**src/rtl/dmem_port_arbiter.sv**
```systemverilog
// Shares one synchronous data-memory port between the CPU and a debug/host port.
// Optional perf counters are enabled by defining DMEM_ARB_PERF_EN.
module dmem_port_arbiter #(
    parameter int unsigned ADDR_W     = 32,
    parameter int unsigned DATA_W     = 32,
    parameter int unsigned STARVE_MAX = 4
) (
    input  logic              clock,
    input  logic              resetn,
    input  logic              cpu_req,
    input  logic              cpu_we,
    input  logic [ADDR_W-1:0] cpu_addr,
    input  logic [DATA_W-1:0] cpu_wdata,
    output logic              cpu_gnt,
    output logic              cpu_rvalid,
    output logic [DATA_W-1:0] cpu_rdata,
    input  logic              dbg_req,
    input  logic              dbg_we,
    input  logic              dbg_lock,
    input  logic [ADDR_W-1:0] dbg_addr,
    input  logic [DATA_W-1:0] dbg_wdata,
    output logic              dbg_gnt,
    output logic              dbg_rvalid,
    output logic [DATA_W-1:0] dbg_rdata,
    output logic              mem_we,
    output logic [ADDR_W-1:0] mem_addr,
    output logic [DATA_W-1:0] mem_wdata,
    input  logic [DATA_W-1:0] mem_rdata
`ifdef DMEM_ARB_PERF_EN
    ,
    input  logic              perf_clr,
    output logic [15:0]       perf_cpu_cnt,
    output logic [15:0]       perf_dbg_cnt,
    output logic [15:0]       perf_conflict_cnt,
    output logic [15:0]       perf_starve_cnt
`endif
);

    localparam int unsigned CNT_W      = 4;
    localparam logic [CNT_W-1:0] STARVE_LIM = CNT_W'(STARVE_MAX);

    typedef enum logic [0:0] {ST_ARB, ST_DBG_LOCKED} state_e;

    state_e            state_q, state_d;
    logic [CNT_W-1:0]  starve_q, starve_d;
    logic [ADDR_W-1:0] addr_q;
    logic [DATA_W-1:0] wdata_q;
    logic              cpu_rvalid_q, dbg_rvalid_q;
    logic              guard_win;

    // Grant decode: a held lock overrides CPU priority, otherwise CPU wins unless debug is starved.
    always_comb begin
        cpu_gnt   = 1'b0;
        dbg_gnt   = 1'b0;
        guard_win = 1'b0;
        state_d   = state_q;
        if (resetn) begin
            if (state_q == ST_DBG_LOCKED && dbg_req && dbg_lock) begin
                dbg_gnt = 1'b1;
            end else begin
                if (cpu_req && dbg_req) begin
                    if (starve_q == STARVE_LIM) begin
                        dbg_gnt   = 1'b1;
                        guard_win = 1'b1;
                    end else begin
                        cpu_gnt = 1'b1;
                    end
                end else if (cpu_req) begin
                    cpu_gnt = 1'b1;
                end else if (dbg_req) begin
                    dbg_gnt = 1'b1;
                end
                state_d = (dbg_gnt && dbg_lock) ? ST_DBG_LOCKED : ST_ARB;
            end
        end
    end

    always_comb begin
        starve_d = starve_q;
        if (!dbg_req || dbg_gnt) begin
            starve_d = '0;
        end else if (starve_q < STARVE_LIM) begin
            starve_d = starve_q + CNT_W'(1);
        end
    end

    // Idle cycles replay the last granted address/data so the memory pins stay quiet.
    always_comb begin
        mem_we    = (cpu_gnt & cpu_we) | (dbg_gnt & dbg_we);
        mem_addr  = addr_q;
        mem_wdata = wdata_q;
        if (cpu_gnt) begin
            mem_addr  = cpu_addr;
            mem_wdata = cpu_wdata;
        end else if (dbg_gnt) begin
            mem_addr  = dbg_addr;
            mem_wdata = dbg_wdata;
        end
    end

    always_ff @(posedge clock or negedge resetn) begin
        if (!resetn) begin
            state_q      <= ST_ARB;
            starve_q     <= '0;
            addr_q       <= '0;
            wdata_q      <= '0;
            cpu_rvalid_q <= 1'b0;
            dbg_rvalid_q <= 1'b0;
        end else begin
            state_q      <= state_d;
            starve_q     <= starve_d;
            addr_q       <= mem_addr;
            wdata_q      <= mem_wdata;
            cpu_rvalid_q <= cpu_gnt & ~cpu_we;
            dbg_rvalid_q <= dbg_gnt & ~dbg_we;
        end
    end

    assign cpu_rvalid = cpu_rvalid_q;
    assign dbg_rvalid = dbg_rvalid_q;
    assign cpu_rdata  = mem_rdata;
    assign dbg_rdata  = mem_rdata;

`ifdef DMEM_ARB_PERF_EN
    logic [15:0] pcpu_q, pdbg_q, pconf_q, pstarve_q;

    always_ff @(posedge clock or negedge resetn) begin
        if (!resetn) begin
            pcpu_q    <= '0;
            pdbg_q    <= '0;
            pconf_q   <= '0;
            pstarve_q <= '0;
        end else if (perf_clr) begin
            pcpu_q    <= '0;
            pdbg_q    <= '0;
            pconf_q   <= '0;
            pstarve_q <= '0;
        end else begin
            if (cpu_gnt && pcpu_q != 16'hFFFF)              pcpu_q    <= pcpu_q + 16'd1;
            if (dbg_gnt && pdbg_q != 16'hFFFF)              pdbg_q    <= pdbg_q + 16'd1;
            if (cpu_req && dbg_req && pconf_q != 16'hFFFF)  pconf_q   <= pconf_q + 16'd1;
            if (guard_win && pstarve_q != 16'hFFFF)         pstarve_q <= pstarve_q + 16'd1;
        end
    end

    assign perf_cpu_cnt      = pcpu_q;
    assign perf_dbg_cnt      = pdbg_q;
    assign perf_conflict_cnt = pconf_q;
    assign perf_starve_cnt   = pstarve_q;
`endif

endmodule

```
**config.mk**
```make
export PLATFORM = sky130hd
export DESIGN_NAME = dmem_port_arbiter
export DESIGN_NICKNAME = d
export VERILOG_FILES = /design/src/rtl/dmem_port_arbiter.sv
export SDC_FILE = /design/constraint.sdc
export NUM_CORES = 1
export LEC_CHECK = 0
export ABC_CLOCK_PERIOD_IN_PS = 2450
export BUFFER_PORTS_ARGS = -buffer_cell sky130_fd_sc_hd__buf_4
export CORE_AREA = 2 2 115 117
export DETAILED_ROUTE_END_ITERATION = 16
export DIE_AREA = 0 0 117 119
export GPL_TIMING_DRIVEN = 0
export PLACE_DENSITY = 0.73
export RECOVER_POWER = 100
export SYNTH_ARGS = -nofsm -noshare
export SYNTH_HDL_FRONTEND = slang
export SYNTH_SLANG_ARGS = --single-unit
```
**constraint.sdc**
```tcl
create_clock -name clock -period 2.45 [get_ports clock]
set_clock_uncertainty 0.15 [all_clocks]
set_input_delay 0.1225 -clock clock [delete_from_list [all_inputs] [get_ports clock]]
set_output_delay 0.1225 -clock clock [all_outputs]
set_load 0.01 [all_outputs]
```
==> results.yml <==
outcome:
  failed_checks: "negative hold slack, negative setup slack"
  outcome: "finished with violations"
finish:
  most-common-layout-cells: "232 x buf_4, 75 x dlygate4sd3_1, 71 x dfrtp_1, 70 x clkbuf_1, 66 x mux2_4"
  area_growth_pct: 90.9
  design_area_sq_mm: 0.00769
  stdcell_count: 855
  layout_commonest_cell: "buf_4"
  antenna_cells: 0
  layout.nets: 843
  drive_gt1_frac: 0.623
route:
  drc: 0
  drt-total-wl_um: 13600
  vias_per_cell: 4.30
  num_vias: 3679
  wl_per_cell_um: 15.9
  firstDrtPassIters: 4
  postRouteAntennaNets: 0
  drt_iter0_markers: 66
placed_design:
  port_buffers: 267
  place_area_sq_mm: 0.00625
  hpwl_um: 8900
  dp.cells: 749
  gp_congestion: 0.745
critical_path:
  crit_buf_inv: 4
  path_class: "reg -> out"
  worstPathArrival_ns: 2.37
  cp_top_family: "multiplexers"
  cp_slowest_cell: "dfrtp_1"
  crit_top_cell: "mux2_4"
  path_max_fanout: 7
  max_stage_delay_ns: 0.39
  critPathLaunchType: "flip-flop"
  r2r_slack_ns: 0.16
  cp-end-kind: "output pin"
  path_cells: "inv_1, ha_2, nand3b_4, a31oi_4, buf_8, clkbuf_1, mux2_4, mux2_4, buf_6"
  required_ns: 2.18
sta:
  post-route-min-period_ns: 2.64
  relSlewSlack: 0.535
  setup_viol_count_final: 65
  fin_crit_sh: 1.08
  worst_slew_pin_slew_ns: 0.697
  final-hold-violation-count: 71
  worst_hold_slack_ns: -0.352
  max_freq_mhz: 379
  setup_tns_ns: -9.65
  grt_setup_unrepaired: "true"
  drv_slew: 0
  setup_slack_ns: -0.191
power_and_ir_drop:
  total_power_mw: 4.72
  leakagePower_nw: 3.76
  p_per_area_mw_per_mm2: 614
  ir_drop_v: 0.000445
clock_tree:
  clk_latency_ns: 0.34
  cts.sinks: 71
  postCtsHoldBufs: 75
  clock_path_buffers: 2
  cts.htree.levels: 3
  clockRootBuffer: "clkbuf_16"
  numCtsBuffers: 9
  cts_tree: "yes"
  clk_pin_slew_worst_paths_ns: 0.06
logic_synthesis:
  yosys.area_share.simple: 0.0186
  synth_top_family_by_area: "multiplexers"
  avgSynthCellArea_sq_um: 13.2
  syn_area_sq_mm: 0.00403
  synthDistinctLibCells: 22
  ys_ff_latch: 71
  yosys-top-cells-area: "dfrtp_1 44%, mux2_2 31%, buf_4 13%, mux2_4 3.7%, mux2_1 1.7%"
  syn_nets: 475
  yosysSeqAreaShare: 0.441
  synth_top_area_share: 0.441
  synth_compound_area_frac: 0.0162
  synth_top_cell_by_area: "dfrtp_1"
  syn_inst: 306
  synth_fa_ha_area_frac: 0.00622
  synth_xor_area_frac: 0.00218
  ys_warn_count: 0
  synthMuxAreaShare: 0.367
grt:
  top_usage_layer: "met2"
  antenna_found_initial: 0
  grt_use_total: 0.185
  grt_use_met2: 0.342
  grt_pass1_wl_um: 19900
  gr-usage-met1: 0.193
  grt_max_degree: 76
  overflow: 0
  met3_usage: 0.0590
  first_global_vias: 4022
hold_path:
  min_path_type: "in -> async"
job:
  drv_cap: 0
floorplan:
  dieArea_sq_mm: 0.0139
  die_x_um: 117
  dieHeight_um: 119
  start_util: 0.313
  io_pins: 300
  core_area_sq_mm: 0.0129
  rows: 42
==> synth_stat cells, drive strengths merged <==
cell type	count
mux2	128
nor2	5
nand3	1
a21bo	1
a21oi	4
xnor2	1
nor2b	1
dfrtp	71
inv	4
buf	78
nand2b	1
nand2	5
o21ai	1
nand3b	1
ha	2
a22o	1
a31oi	1
==> worst paths after layout <==
path                                              start                 endpoint  cells after the start
worst max-delay path            starve_q[1]$_DFFE_PN0P_             mem_addr[31]                      9
worst min-delay path                             resetn     addr_q[26]$_DFF_PN0_                      1
worst max register to register  starve_q[1]$_DFFE_PN0P_     wdata_q[2]$_DFF_PN0_                      9
worst min register to register  starve_q[3]$_DFFE_PN0P_  starve_q[3]$_DFFE_PN0P_                      2
max in group asynchronous                        resetn    wdata_q[25]$_DFF_PN0_                      1
min in group clock                         dbg_addr[23]     addr_q[23]$_DFF_PN0_                      3
==> layer usage <==
metal / vias to the layer above / part of all wire
met5: - / 0
met4: 0 / 0.021
met3: 23 / 0.077
met2: 169 / 0.55
met1: 1765 / 0.36
li1: 1722 / -
==> power by group <==
| group | switching [mW] | internal, mW |
|---|---|---|
| clock | 0.489 | 0.946 |
| combinational | 0.664 | 1.17 |
| sequential | 0.0620 | 1.39 |
==> layout make-up <==
cell class / count / area [sq um]
fillers: 1073 / 5190
repair buffers: 357 / 2810
multi-input cells: 153 / 1870
flip-flops and latches: 71 / 1780
plain buffers: 78 / 678
clock buffers: 13 / 260
well taps: 176 / 220
clock inverters: 3 / 65.1
inverters: 4 / 15.0
==> state kept, by name (all words and copies together) (netlist names) <==
signal / flops
dbg_rvalid: 1
state_q: 1
starve_q: 4
cpu_rvalid: 1
addr_q: 32
wdata_q: 32
==> repair_timing <==
| action | 4_1_cts | 5_1_grt |
|---|---|---|
| pin swaps | 1 | 0 |
| setup buffers | 11 | 3 |
| endpoints found under the hold margin | 142 | 71 |
| gates cloned | 1 | 0 |
| resized for setup | 99 | 47 |
| setup endpoints to repair | 65 | 65 |
==> through the flow <==
stage	setup slack, ns	util
final	-0.191	0.597
after global routing	-0.301	0.597
after CTS	-0.194	0.607
after detailed placement	-0.425	0.486
after global placement	-0.389	0.486
after floorplan	0.324	-
==> kinds of logic (layout without fill, tap and decap cells) <==
| logic type | count (synthesis) | after routing |
|---|---|---|
| buffers and inverters | 82 | 455 |
| DFF | 71 | 71 |
| AOI/OAI and AO/OA | 8 | 8 |
| adders and majority gates | 2 | 2 |
| xor gates and xnor gates | 1 | 1 |
| and+or+nand+nor | 14 | 14 |
| muxes | 128 | 128 |
==> worst reg2reg max path, stage by stage (launching register included) <==
cell and delay, ns:
dfrtp_1 0.39, inv_1 0.06, ha_2 0.18, nand3b_4 0.11, a31oi_4 0.21, buf_8 0.19, buf_6 0.12, mux2_4 0.28
mux2_1 0.34, buf_4 0.15
No activity file was read; power rests on OpenSTA's default activity.
